$ cat src/rtl/eda_pkg.sv
// Shared types and constants for the 3x3 local-maximum window scanner.
package eda_pkg;

  typedef enum logic [1:0] {
    NotMax    = 2'd0,
    StrictMax = 2'd1,
    Plateau   = 2'd2
  } pix_class_e;

  typedef enum logic [1:0] {
    StIdle,
    StScan,
    StDrain,
    StDone
  } scan_state_e;

  // Neighbour-valid bit positions, upleft first, center excluded.
  localparam int unsigned NbUpLeft    = 7;
  localparam int unsigned NbUp        = 6;
  localparam int unsigned NbUpRight   = 5;
  localparam int unsigned NbLeft      = 4;
  localparam int unsigned NbRight     = 3;
  localparam int unsigned NbDownLeft  = 2;
  localparam int unsigned NbDown      = 1;
  localparam int unsigned NbDownRight = 0;

  localparam int unsigned NumNeigh    = 8;
  localparam int unsigned CenterSlice = 4;

  // Window slice holding a given neighbour: bits above the center skip slice 4.
  function automatic int unsigned nb_slice(input int unsigned nb);
    return (nb >= NbLeft) ? nb + 1 : nb;
  endfunction

endpackage

$ cat src/rtl/eda_neigh_cmp.sv
// Combinational 8-neighbour comparator against the window center.
// EDA_SCAN_PLATEAU_EN builds the equality path; otherwise ties count as greater.
module eda_neigh_cmp
  import eda_pkg::*;
#(
  parameter int unsigned PixelWidth  = 8,
  parameter int unsigned WindowWidth = 9
) (
  input  logic [PixelWidth*WindowWidth-1:0] window_i,
  input  logic [NumNeigh-1:0]               valid_i,
  output logic                              any_greater_o,
  output logic                              any_equal_o
);

  logic [PixelWidth-1:0] center;
  logic [PixelWidth-1:0] pix;

  assign center = window_i[CenterSlice*PixelWidth +: PixelWidth];

  always_comb begin
    any_greater_o = 1'b0;
    any_equal_o   = 1'b0;
    pix           = '0;
    for (int unsigned nb = 0; nb < NumNeigh; nb++) begin
      pix = window_i[nb_slice(nb)*PixelWidth +: PixelWidth];
`ifdef EDA_SCAN_PLATEAU_EN
      if (valid_i[nb] && (pix > center)) any_greater_o = 1'b1;
      if (valid_i[nb] && (pix == center)) any_equal_o = 1'b1;
`else
      // Without plateau reporting a tie disqualifies the center just like a larger neighbour.
      if (valid_i[nb] && (pix >= center)) any_greater_o = 1'b1;
`endif
    end
  end

endmodule

$ cat src/rtl/eda_window_scan.sv
// Raster scan of an MxN image classifying each pixel against its 3x3 neighbourhood.
// Plateau reporting is enabled by defining EDA_SCAN_PLATEAU_EN.
module eda_window_scan
  import eda_pkg::*;
#(
  parameter int unsigned M            = 16,
  parameter int unsigned N            = 16,
  parameter int unsigned PIXEL_WIDTH  = 8,
  parameter int unsigned WINDOW_WIDTH = 9,
  parameter int unsigned ADDR_WIDTH   = $clog2(M*N)
) (
  input  logic                                clk,
  input  logic                                reset,
  input  logic                                start,
  output logic                                busy,
  output logic                                done,
  output logic [ADDR_WIDTH-1:0]               center_addr,
  input  logic [PIXEL_WIDTH*WINDOW_WIDTH-1:0] window_values,
  input  logic [7:0]                          neigh_addr_valid,
  output logic                                out_valid,
  input  logic                                out_ready,
  output logic [ADDR_WIDTH-1:0]               out_addr,
  output logic [1:0]                          out_class,
  output logic [ADDR_WIDTH:0]                 max_count
);

  localparam logic [ADDR_WIDTH-1:0] LastAddr = ADDR_WIDTH'(M*N - 1);

  scan_state_e           state_q;
  logic [ADDR_WIDTH-1:0] cnt_q;
  logic                  out_valid_q;
  logic [ADDR_WIDTH-1:0] out_addr_q;
  logic [1:0]            out_class_q;
  logic [ADDR_WIDTH:0]   max_count_q;
  logic                  busy_q;
  logic                  done_q;

  logic       any_greater;
  logic       any_equal;
  logic       out_free;
  pix_class_e class_d;

  eda_neigh_cmp #(
    .PixelWidth (PIXEL_WIDTH),
    .WindowWidth(WINDOW_WIDTH)
  ) u_cmp (
    .window_i     (window_values),
    .valid_i      (neigh_addr_valid),
    .any_greater_o(any_greater),
    .any_equal_o  (any_equal)
  );

  always_comb begin
    class_d = StrictMax;
    if (any_greater) begin
      class_d = NotMax;
    end else if (any_equal) begin
      class_d = Plateau;
    end
  end

  assign out_free = !out_valid_q || out_ready;

  always_ff @(posedge clk or posedge reset) begin
    if (reset) begin
      state_q     <= StIdle;
      cnt_q       <= '0;
      out_valid_q <= 1'b0;
      out_addr_q  <= '0;
      out_class_q <= 2'd0;
      max_count_q <= '0;
      busy_q      <= 1'b0;
      done_q      <= 1'b0;
    end else begin
      done_q <= 1'b0;
      unique case (state_q)
        StIdle: begin
          if (start) begin
            state_q     <= StScan;
            cnt_q       <= '0;
            max_count_q <= '0;
            busy_q      <= 1'b1;
          end
        end
        StScan: begin
          if (out_free) begin
            out_valid_q <= 1'b1;
            out_addr_q  <= cnt_q;
            out_class_q <= class_d;
            if (class_d != NotMax) max_count_q <= max_count_q + 1'b1;
            // The counter parks on the last pixel rather than wrapping.
            if (cnt_q == LastAddr) begin
              state_q <= StDrain;
            end else begin
              cnt_q <= cnt_q + 1'b1;
            end
          end
        end
        StDrain: begin
          if (out_ready) begin
            out_valid_q <= 1'b0;
            state_q     <= StDone;
            done_q      <= 1'b1;
          end
        end
        StDone: begin
          busy_q  <= 1'b0;
          state_q <= StIdle;
        end
        default: state_q <= StIdle;
      endcase
    end
  end

  assign center_addr = cnt_q;
  assign out_valid   = out_valid_q;
  assign out_addr    = out_addr_q;
  assign out_class   = out_class_q;
  assign max_count   = max_count_q;
  assign busy        = busy_q;
  assign done        = done_q;

endmodule
$ cat config.mk
export PLATFORM = sky130hd
export DESIGN_NAME = eda_window_scan
export DESIGN_NICKNAME = d
export VERILOG_FILES = /design/src/rtl/eda_pkg.sv /design/src/rtl/eda_neigh_cmp.sv /design/src/rtl/eda_window_scan.sv
export SDC_FILE = /design/constraint.sdc
export NUM_CORES = 1
export LEC_CHECK = 0
export ABC_CLOCK_PERIOD_IN_PS = 4800
export BUFFER_PORTS_ARGS = -buffer_cell sky130_fd_sc_hd__buf_2
export CORE_UTILIZATION = 35
export CTS_BUF_LIST = sky130_fd_sc_hd__clkbuf_4 sky130_fd_sc_hd__clkbuf_8
export DETAILED_ROUTE_END_ITERATION = 6
export PLACE_DENSITY_LB_ADDON = 0.2
export SETUP_SLACK_MARGIN = 0.1
export SLEW_MARGIN = 20
export SYNTH_ARGS = -nofsm -noshare
export SYNTH_HDL_FRONTEND = slang
export SYNTH_HIERARCHICAL = 1
export SYNTH_SLANG_ARGS = --single-unit
$ cat constraint.sdc
create_clock -name clk -period 4.8 [get_ports clk]
set_input_delay 0.24 -clock clk [delete_from_list [all_inputs] [get_ports clk]]
set_output_delay 0.24 -clock clk [all_outputs]
set_load 0.01 [all_outputs]
Word level (Yosys, flattened, before mapping)
Index checks and enable logic that the tools add are counted.
- eq/ne operators: 10
- $lt $le $gt $ge: 8
- mux-type cells: 29
- reductions and logical operators: 21
- $add $sub $neg: 2
- operators by type and width (operator ; count):
    $ge 8x8->1 ; 8
    $mux 9 ; 3
    $mux 8 ; 3
    $pmux 9 s2 ; 1
    $pmux 8 s2 ; 1
    $mux 1 ; 14
    $ne 2x2->1 const B ; 6
    $reduce_and 4->1 ; 3
    $add 9x1->9 const B ; 1
    $add 8x1->8 const B ; 1
    $eq 8x8->1 const B ; 1
    $logic_and 1x1->1 ; 8
    $mux 2 ; 4
    $pmux 2 s4 ; 1
    $reduce_bool 2->1 ; 4
    $eq 2x2->1 const B ; 2
    $pmux 1 s2 ; 2
    $reduce_and 2->1 ; 2
    $reduce_and 3->1 ; 1
    $eq 2x1->1 const B ; 1
    $logic_not 2->1 ; 1
    $logic_not 1->1 ; 1
    $logic_or 1x1->1 ; 1
- input bits: 84
- word-level logic and storage cells: 78
- bits in registers: 32
- output and inout port bits: 30

Depth between registers and ports, before layout
Gate-level depths: netlist of the first run.
- depth in word-level cells: 15
- depth in mapped cells: 12
- gate-level depth less buffers: 12

By module
The synthesis of the first run kept the hierarchy.
- by module, submodules not included (module ; cells an instance ; area each (µm²) ; times used ; seq. area each (µm²)):
    eda_window_scan ; 161 ; 1614.0 ; 1 ; 800.8
    eda_neigh_cmp ; 171 ; 1408.9 ; 1 ; 0.0

Least setup slack after synthesis of the first run
OpenSTA, ideal clock, no wires.
- kind: input-to-reg
- start point: input port window_values[37]
- end point: register max_count_q[8], in the netlist max_count[8]
- arrival time: 2730 ps
- stages: 12
- setup slack: 1992 ps
- data required time: 4722 ps
- buffers on the path: 0
- library setup time: 78 ps
- cell sequence: inv_1 -> ha_1 -> a21o_1 -> a211oi_2 -> nor2_1 -> nand4b_1 -> nor4b_2 -> nand4_1 -> and2b_1 -> a21oi_2 -> or4_1 -> a21oi_1
- longest elaborated chain between the ends: 14
- elaborated cells on any way between the ends: 28
- those cells by class: order compare: 8; eq/ne: 1; mux: 9; reduce/logical: 10
- RTL lines (item ; line ; source):
    start, declared ; eda_window_scan.sv:18 ; input logic [PIXEL_WIDTH*WINDOW_WIDTH-1:0] window_values,
    $ge 8x8->1 ; eda_neigh_cmp.sv:31 ; if (valid_i[nb] && (pix >= center)) any_greater_o = 1'b1;
    $logic_and 1x1->1 ; eda_neigh_cmp.sv:31 ;
    $mux 1 (7 in a row) ; eda_neigh_cmp.sv:31 ;
    $mux 1 * ; eda_neigh_cmp.sv:31 ;
    net any_greater ; eda_window_scan.sv:38 ; logic any_greater;
    $mux 1 * ; eda_window_scan.sv:55 ; if (any_greater) begin
    $reduce_bool 2->1 * ; eda_window_scan.sv:90 ; if (class_d != NotMax) max_count_q <= max_count_q + 1'b1;
    $ne 2x2->1 (no line) * ; n/a ;
    $reduce_and 4->1 (no line) * ; n/a ;
    end signal, assigned ; eda_window_scan.sv:90 ;
    end, declared ; eda_window_scan.sv:34 ; logic [ADDR_WIDTH:0] max_count_q;
The timed path passes the listed nets; every way through them passes the cells marked *.
A chain may end at the register's enable or synchronous reset.

Worst setup path after layout of the first run
- start point: input port window_values[34]
- end point: register max_count_q[8], in the netlist max_count[8]
Same word-level chain as after synthesis.

==> qor.yml, run 1 <==
status: "completed"
area_growth_pct: 25.8
setup_tns_ns: 0
path_max_fanout: 8
worstPathRequired_ns: 5.00
async_flop_share_pct: 100
final-seq-area_sq_um: 801
max_freq_ghz: 0.326
cp_data_arrival_time_ns: 3.28
grt_max_degree: 33
synthDistinctLibCells: 50
p_leak_nw: 2.04
worst_slew_pin_slew_ns: 0.565
worstSetupPathType: "primary input to flip-flop"
cp_cell_sequence: "buf_2, inv_1, ha_1, a211o_1, a31oi_1, nor3_1, a41oi_1, nor4b_2, nand4_1, and2b_1, a21oi_2, or4_1, a21oi_1"
grt_use_total_pct: 18.5
final-setup-viol-count: 0
clkSlewWorstSetupHoldPaths_ns: 0.07
gp_congestion: 0.846
vias_per_cell: 5.12
routed_wl_microns: 7700
dp_hpwl_microns: 6330
layout-drive-gt1-share_pct: 30.1
rows: 33
wl_per_cell_microns: 13.9
die_area_sq_um: 9010
grt_pass1_wl_microns: 13100
end_kind: "flip-flop"
dp_cells: 547
max-cap-violations: 0
synthesis.area_sq_um: 3020
hold_buffers: 0
drt_iter0_markers: 97
cpPeakStageDelay_ns: 0.51
cts_tree: "built"
synthCells: 332
clk_path_buf_depth: 2
ioPinCount: 114
stdcell_count: 554
cp_slowest_cell: "or4_1"
cts_max_level: 2
antenna_cells: 0
syn_nets: 487
ant_nets: 0
ys_ff_latch: 32
syn_avg_cell_area_sq_um: 9.11
antenna_found_initial: 0
synth_seq_area_share_pct: 26.5
die_height_microns: 94.9
yosys_warnings: 6
initial_utilization_pct: 36.4
root_buffer: "clkbuf_8"
post_cts_buffers: 0
relSlewSlack_pct: 62.1
skew_ns: 0.00566
rsz0062_at_grt: "false"
power_density_nw_per_um2: 351
holdCritPathClass: "primary input to async pin"
fin_crit_sh_pct: 64.0
first_global_vias: 2808
numPortBuffers: 113
fillers: 828
start_kind: "primary input"
ys.flop_type: "dfrtp_1"
cts.sinks: 32
die_w_microns: 94.9
ir_worst_vdd_v: 0.000140
multi_input_area_sq_um: 2100
cts_made_buffers: 5
cts_resized: 0
insertion_delay_ns: 0.28
final_nets: 604
vias: 2839
hold_viol: 0
core_sq_um: 8300
drc: 0
fin_crit_ns: 3.07
first_pass_iters: 4
synth_edf_count: 0
grt_overflow: 0
report.final.slew_viol_count: 0
through the flow:
step	area, sq um	hold slack [ns]	power [mW]	worst slack (ns)	util, %
2_1_floorplan	3020	0.356	0.881	1.99	-
3_3_place_gp	3710	0.348	1.11	1.56	44.7
3_5_place_dp	3710	0.350	1.12	1.44	44.7
4_1_cts	3800	0.0378	1.35	1.74	45.8
5_1_grt	3800	0.0751	1.47	1.48	45.8
6_report	3800	0.0205	1.34	1.73	45.8
metal layers:
metal | vias up | global-route usage (%) | part of all wire, %
met1 | 1283 | 25.6 | 49
met2 | 73 | 29.0 | 43
met5 | - | 0 | 0
li1 | 1476 | - | -
met4 | 0 | 4.04 | 1.1
met3 | 7 | 4.67 | 6.8
where the power goes:
group          internal [mW]  switching (mW)
logic                  0.278           0.365
clock network          0.128          0.0959
registers              0.372          0.0979
total                  0.777           0.559
critical path: cells and delay by family:
kind            cells  cell delay (ns)
simple gates        5             1.47
compound gates      5             0.95
buf+inv             2             0.32
fa+ha+maj           1             0.30
final timing paths:
check / startpoint / endpoint / slack, ns / cells past startpoint
max: window_values[34] / max_count[8]$_DFFE_PP0P_ / 1.73 / 13
min: reset / max_count[5]$_DFFE_PP0P_ / 0.02 / 3
min reg2reg: out_addr[4]$_DFFE_PP0P_ / out_addr[4]$_DFFE_PP0P_ / 0.49 / 2
min in group clk: out_ready / done$_DFF_PP0_ / 0.27 / 2
max reg2reg: state_q[1]$_DFFE_PP0P_ / center_addr[5]$_DFFE_PP0P_ / 2.38 / 6
max in group asynchronous: reset / max_count[6]$_DFFE_PP0P_ / 4.46 / 3
flip-flops by register name, summed over array words and instances, names as in the netlist:
name and cells:
max_count 9, done 1, out_class 2, center_addr 8
out_addr 8, busy 1, state_q 2, out_valid 1
cell usage in the layout (no fill, tap or decap), types with 3 or more instances in the layout:
cell and instances:
dfrtp_1 32, xor2_1 3, nor2_1 16, o211ai_1 4, o31ai_1 3, a211oi_2 3
a21oi_1 23, mux2_2 6, and2_1 3, inv_1 27, o2111ai_1 6, nand2b_1 7
o22ai_1 3, a21o_1 6, clkbuf_8 7, nand2_1 17, o21ai_0 19, ha_1 71
and3_1 6, nor2b_1 3, nand3_1 20, a31oi_1 8, nand4_1 5, nor3_1 6
buf_2 113
layout make-up:
type	count	area share, %
clock buffer	7	2.53
inverter	27	2.66
multi-input combinational	269	55.2
sequential	32	21.1
tap	105	3.45
timing repair buffer	114	15.1
Yosys cell counts, types with 4 or more instances:
library cell	count	area [sq um]
a21o_1	6	45.0
a21oi_1	23	115
a31oi_1	8	50.1
and3_1	6	37.5
dfrtp_1	32	801
ha_1	71	888
inv_1	27	101
mux2_2	6	67.6
nand2_1	17	63.8
nand2b_1	7	43.8
nand3_1	20	100
nand4_1	5	31.3
nor2_1	16	60.1
nor3_1	6	30.0
o2111ai_1	6	52.6
o211ai_1	4	30.0
o21ai_0	19	95.1
cell families after synthesis:
group           synth area share [%]
simple gates                    17.0
compound gates                  19.9
fa+ha+maj                       29.4
flops                           26.5
buf+inv                         4.01
mux                             2.23
xor+xnor                       0.869
other cells                    0.124
(Power assumes the default switching activity.)
==> inputs of run 2 (changes only) <==
- ABC_CLOCK_PERIOD_IN_PS: 4800 -> 2700
- clock period: 4.8 -> 2.7 ns (I/O delays scaled with it)
==> qor.yml, run 2 (synthesis gave the netlist of run 1 again) <==
status: "completed"
grt_max_degree: 33  # unchanged
die_w_microns: 94.9  # unchanged
ioPinCount: 114  # unchanged
ant_nets: 0  # unchanged
stdcell_count: 581  # +4.9%
wl_per_cell_microns: 14.0  # +0.59%
numPortBuffers: 113  # unchanged
worst_slack_ns: 0.227  # -1.50 ns
power.share.clock_pct: 16.1  # -0.6 points
holdPathStages: 2
cpPeakStageDelay_ns: 0.32  # -0.19 ns
die_area_sq_um: 9010  # unchanged
worst_slew_pin_slew_ns: 0.570  # +0.00520 ns
drt_iter0_markers: 83  # -14%
rrSetupSlack_ns: 0.55  # -1.83 ns
first_pass_iters: 4  # unchanged
r2r_end: "center_addr[7]$_DFFE_PP0P_"
dp_hpwl_microns: 6620  # +4.6%
crit_family: "simple AND/OR/NAND/NOR gates"
skew_ns: 0.00393  # -0.00174 ns
fillers: 790  # -4.6%
cp_cell_sequence: "buf_2, clkinvlp_4, buf_12, ha_1, a21o_1, a211oi_2, nand4b_1, nor4b_2, nand4_1, and2b_2, a21oi_4, buf_6, or3_4, a21oi_2"
cts_tree: "built"
drc: 0  # unchanged
cts.sinks: 32  # unchanged
cp_slowest_cell: "or3_4"
total_power_mw: 2.50  # +87%
netSwitchingPower_mw: 1.04  # +86%
routed_wl_microns: 8120  # +5.5%
rows: 33  # unchanged
largest_reg_flops: 9  # unchanged
power_density_nw_per_um2: 587  # +67%
cts_max_level: 2  # unchanged
die_height_microns: 94.9  # unchanged
power.internal_mw: 1.46  # +88%
final-setup-viol-count: 0  # unchanged
insertion_delay_ns: 0.28  # about the same
initial_utilization_pct: 36.4  # unchanged
cp_data_arrival_time_ns: 2.69  # -0.59 ns
root_buffer: "clkbuf_8"
relSlewSlack_pct: 62.0  # -0.14 points
crit_path_end: "max_count[5]$_DFFE_PP0P_"
pre_cts_ws_ns: -0.212  # -1.65 ns
clkSlewWorstSetupHoldPaths_ns: 0.07  # about the same
crit-reg2reg-launch: "state_q[1]$_DFFE_PP0P_"
area_growth_pct: 40.8
fin_crit_ns: 2.47
switching_share_pct: 41.5  # -0.33 points
antenna_found_initial: 0  # unchanged
vias: 2981  # +5.0%
grt_pass1_wl_microns: 13200  # +0.16%
path_buf_inv: 4  # +2
seq_power_share_pct: 33.4  # -1.8 points
final_cell_mix: "buf_2, ha_1, dfrtp_1"
final_common_cell: "buf_2"
dp_cells: 568  # +3.8%
pwr-share-comb_pct: 50.5  # +2.4 points
worstSetupPathType: "primary input to flip-flop"
first_global_vias: 2812  # +0.14%
vias_per_cell: 5.13  # +0.12%
max_freq_ghz: 0.404
fin_util_pct: 51.3  # +5.4 points
fin_crit_sh_pct: 91.6
startpoint: "window_values[39]"
end_kind: "flip-flop"
hold_viol: 0  # unchanged
grt_overflow: 0  # unchanged
layout-drive-gt1-share_pct: 39.7  # +9.6 points
antenna_cells: 0  # unchanged
holdCritPathClass: "primary input to flip-flop"
path_max_fanout: 8  # unchanged
p_leak_nw: 2.18  # +6.8%
gp_congestion: 0.828  # -2.2%
report.final.slew_viol_count: 0  # unchanged
grt_use_total_pct: 18.7  # +0.19 points
rsz0062_at_grt: "false"
worstPathRequired_ns: 2.92  # -2.08 ns
clk_path_buf_depth: 2  # unchanged
r2r_cells: 6  # unchanged
holdWs_ns: 0.157  # +0.136 ns
ir_worst_vdd_v: 0.000219  # +56%
core_sq_um: 8300  # unchanged
start_kind: "primary input"
cts_made_buffers: 5  # unchanged
max-cap-violations: 0  # unchanged
cp.depth: 14  # +1
final_nets: 631  # +4.5%
## run 2: worst min path at each step
stage / slack, ns / startpoint / to
2_1_floorplan: 0.25 / reset / busy$_DFFE_PP0P_
3_3_place_gp: 0.24 / reset / out_addr[6]$_DFFE_PP0P_
3_5_place_dp: 0.25 / reset / max_count[5]$_DFFE_PP0P_
4_1_cts: 0.15 / out_ready / done$_DFF_PP0_
5_1_grt: 0.18 / out_ready / done$_DFF_PP0_
6_report: 0.16 / out_ready / done$_DFF_PP0_
## run 2: stage by stage
| stage | setup TNS, ns | area [sq um] |
|---|---|---|
| after global placement | -0.322 | 3900 |
| after global routing | 0 | 4260 |
| final | 0 | 4260 |
| after CTS | 0 | 4070 |
| after detailed placement | -0.614 | 3900 |
| after floorplan | 0 | 3060 |
## run 2: repair_timing
action / in CTS / in global routing
hold buffers: 1 / 0
pin swaps: 0 / 14
hold endpoints to repair: 32 / 0
buffers inserted: 2 / 3
resized for setup: 3 / 24
setup endpoints to repair: 2 / 4
## run 2: cell type report
cell class / count / area, sq um / area share (%)
Sequential cell: 32 / 801 / 18.8
Clock buffer: 7 / 96.3 / 2.26
Multi-Input combinational cell: 269 / 2300 / 54.1
Timing Repair Buffer: 141 / 813 / 19.1
Tap cell: 105 / 131 / 3.09
Inverter: 27 / 113 / 2.65
## run 2: power groups by stage
stage	Combinational, mW	Sequential, mW	Clock (mW)
after floorplan	0.682	0.888	0
after global placement	1.18	0.834	0
after detailed placement	1.20	0.841	0
after CTS	1.22	0.832	0.411
after global routing	1.44	0.865	0.434
final	1.26	0.834	0.403
## run 2: per-layer routing
layer,GRT usage [%],vias up,routed length (microns),share of wire (%)
li1,-,1538,-,-
met1,26.1,1357,3970,49
met2,29.1,77,3600,44
met3,4.59,9,472,5.8
met4,4.04,0,86,1.1
met5,0,-,0,0
## run 2: worst register-to-register path, delay by kind of cell (launching register included)
| kind | cells | cell delay, ns |
|---|---|---|
| and+or+nand+nor | 2 | 0.74 |
| AOI/OAI and AO/OA | 2 | 0.43 |
| adders and majority gates | 1 | 0.39 |
| DFF | 1 | 0.38 |
| buffers and inverters | 1 | 0.09 |
==> inputs of run 3 (changes only) <==
- CELL_PAD_IN_SITES_DETAIL_PLACEMENT: not set -> 1
- CELL_PAD_IN_SITES_GLOBAL_PLACEMENT: not set -> 2
- CORE_UTILIZATION: 35 -> 27
- HOLD_SLACK_MARGIN: not set -> 0.05
==> qor.yml, run 3 (synthesis gave the netlist of run 1 again) <==
ir_worst_vdd_v: 0.000329  # +50%
r2r_end: "center_addr[5]$_DFFE_PP0P_"
holdCritPathClass: "primary input to flip-flop"
ant_nets: 0  # unchanged
hold_viol: 0  # unchanged
cts.sinks: 32  # unchanged
worst_slack_ns: 0.165  # -0.0620 ns
grt_overflow: 0  # unchanged
rows: 38  # +15%
startpoint: "window_values[33]"
status: "completed"
holdWs_ns: 0.156  # -0.000856 ns
rrSetupSlack_ns: 0.53  # -0.02 ns
final_nets: 642  # +1.7%
cp_data_arrival_time_ns: 2.75  # +0.06 ns
max-cap-violations: 0  # unchanged
ioPinCount: 114  # unchanged
report.final.slew_viol_count: 0  # unchanged
final-seq-area_sq_um: 801  # unchanged
routed_wl_microns: 9780  # +20%
skew_ns: 0.00351  # -0.000417 ns
stdcell_count: 629  # +8.3%
cpPeakStageDelay_ns: 0.37  # +0.05 ns
crit_path_end: "max_count[5]$_DFFE_PP0P_"
core_sq_um: 10900  # +31%
die_height_microns: 108  # +14%
worstSetupPathType: "primary input to flip-flop"
clkSlewWorstSetupHoldPaths_ns: 0.06  # about the same
max_freq_ghz: 0.394  # -2.4%
antenna_found_initial: 0  # unchanged
cp_slowest_cell: "or3_4"
initial_utilization_pct: 27.8  # -8.7 points
p_leak_nw: 2.24  # +3.1%
drc: 0  # unchanged
root_buffer: "clkbuf_8"
layout-drive-gt1-share_pct: 47.7  # +8.0 points
r2r_cells: 6  # unchanged
insertion_delay_ns: 0.29  # about the same
numPortBuffers: 113  # unchanged
crit-reg2reg-launch: "state_q[1]$_DFFE_PP0P_"
final_common_cell: "buf_2"
worst_slew_pin_slew_ns: 0.565  # -0.00517 ns
path_max_fanout: 5  # -3
cts_max_level: 2  # unchanged
grt_max_degree: 33  # unchanged
die_w_microns: 108  # +14%
largest_reg_flops: 9  # unchanged
cp_cell_sequence: "buf_2, clkinvlp_4, buf_12, ha_1, a211o_1, a31oi_2, nor3_2, a41oi_1, nor4b_2, nand4_1, and2b_2, a21oi_4, buf_6, or3_4, a21oi_2"
power_density_nw_per_um2: 557  # -5.1%
end_kind: "flip-flop"
rsz0062_at_grt: "true"
first_global_vias: 3320  # +18%
worstPathRequired_ns: 2.92  # about the same
vias_per_cell: 4.99  # -2.7%
holdPathStages: 2  # unchanged
final-setup-viol-count: 0  # unchanged
multi_input_area_sq_um: 2530  # +10%
area_growth_pct: 54.5
start_kind: "primary input"
drt_iter0_markers: 47  # -43%
wl_per_cell_microns: 15.6  # +11%
clk_path_buf_depth: 2  # unchanged
fillers: 1287  # +63%
fin_crit_ns: 2.54  # +0.0620 ns
cts_made_buffers: 5  # unchanged
dp_hpwl_microns: 7850  # +19%
relSlewSlack_pct: 62.2  # +0.25 points
first_pass_iters: 4  # unchanged
fin_crit_sh_pct: 93.9  # +2.3 points
gp_congestion: 0.787  # -4.9%
final_cell_mix: "buf_2, ha_1, dfrtp_1"
cts_tree: "built"
grt_pass1_wl_microns: 15500  # +18%
vias: 3140  # +5.3%
die_area_sq_um: 11600  # +29%
dp_cells: 607  # +6.9%
total_power_mw: 2.60  # +4.1%
grt_use_total_pct: 17.0  # -1.7 points
pre_cts_ws_ns: -0.339  # -0.127 ns
run 3: changes by cell type in the layout (fill, tap and decap cells not counted), sizes merged:
| cell | delta |
|---|---|
| clkinvlp | +2 |
| diode | +1 |
| inv | -2 |
| clkbuf | +1 |
| buf | +11 |
run 3: per-stage QoR:
step	area (sq um)	utilization, %	setup TNS, ns
6_report	4670	42.9	0
5_1_grt	4670	42.9	0
4_1_cts	4320	39.7	0
3_5_place_dp	3970	36.5	-1.31
3_3_place_gp	3970	36.5	-0.502
2_1_floorplan	3060	-	0
run 3: layout make-up:
class	instances	area share, %
Antenna cell	1	0.0536
Clock buffer	8	2.09
Inverter	27	2.57
Multi-Input combinational cell	269	54.3
Sequential cell	32	17.1
Tap cell	140	3.75
Timing Repair Buffer	152	20.1
run 3: layer usage:
layer | wire length, microns | GRT usage (%)
met5 | 0 | 0
met4 | 178 | 4.70
met3 | 445 | 3.51
met2 | 5110 | 32.2
met1 | 4040 | 18.9
run 3: worst min path at each step:
stage                   start               end
finish              out_ready    done$_DFF_PP0_
floorplan               reset  busy$_DFFE_PP0P_
global route        out_ready    done$_DFF_PP0_
global placement        reset  busy$_DFFE_PP0P_
CTS                 out_ready    done$_DFF_PP0_
detailed placement      reset  busy$_DFFE_PP0P_
run 3: worst max-delay path, delay by kind of cell:
family | cells | cell delay, ns
compound gates | 5 | 0.82
buf+inv | 4 | 0.47
simple gates | 5 | 1.14
fa+ha+maj | 1 | 0.17
run 3: repair_timing:
action,CTS,global route
endpoints found under the setup margin,3,5
gates resized for setup,14,53
endpoints found under the hold margin,32,0
hold buffers,1,0
buffers inserted,9,3
cloned,0,0
pin swaps,4,31
run 3: power breakdown:
part | internal, mW | switching [mW]
Sequential | 0.661 | 0.178
Combinational | 0.623 | 0.731
Clock | 0.228 | 0.179
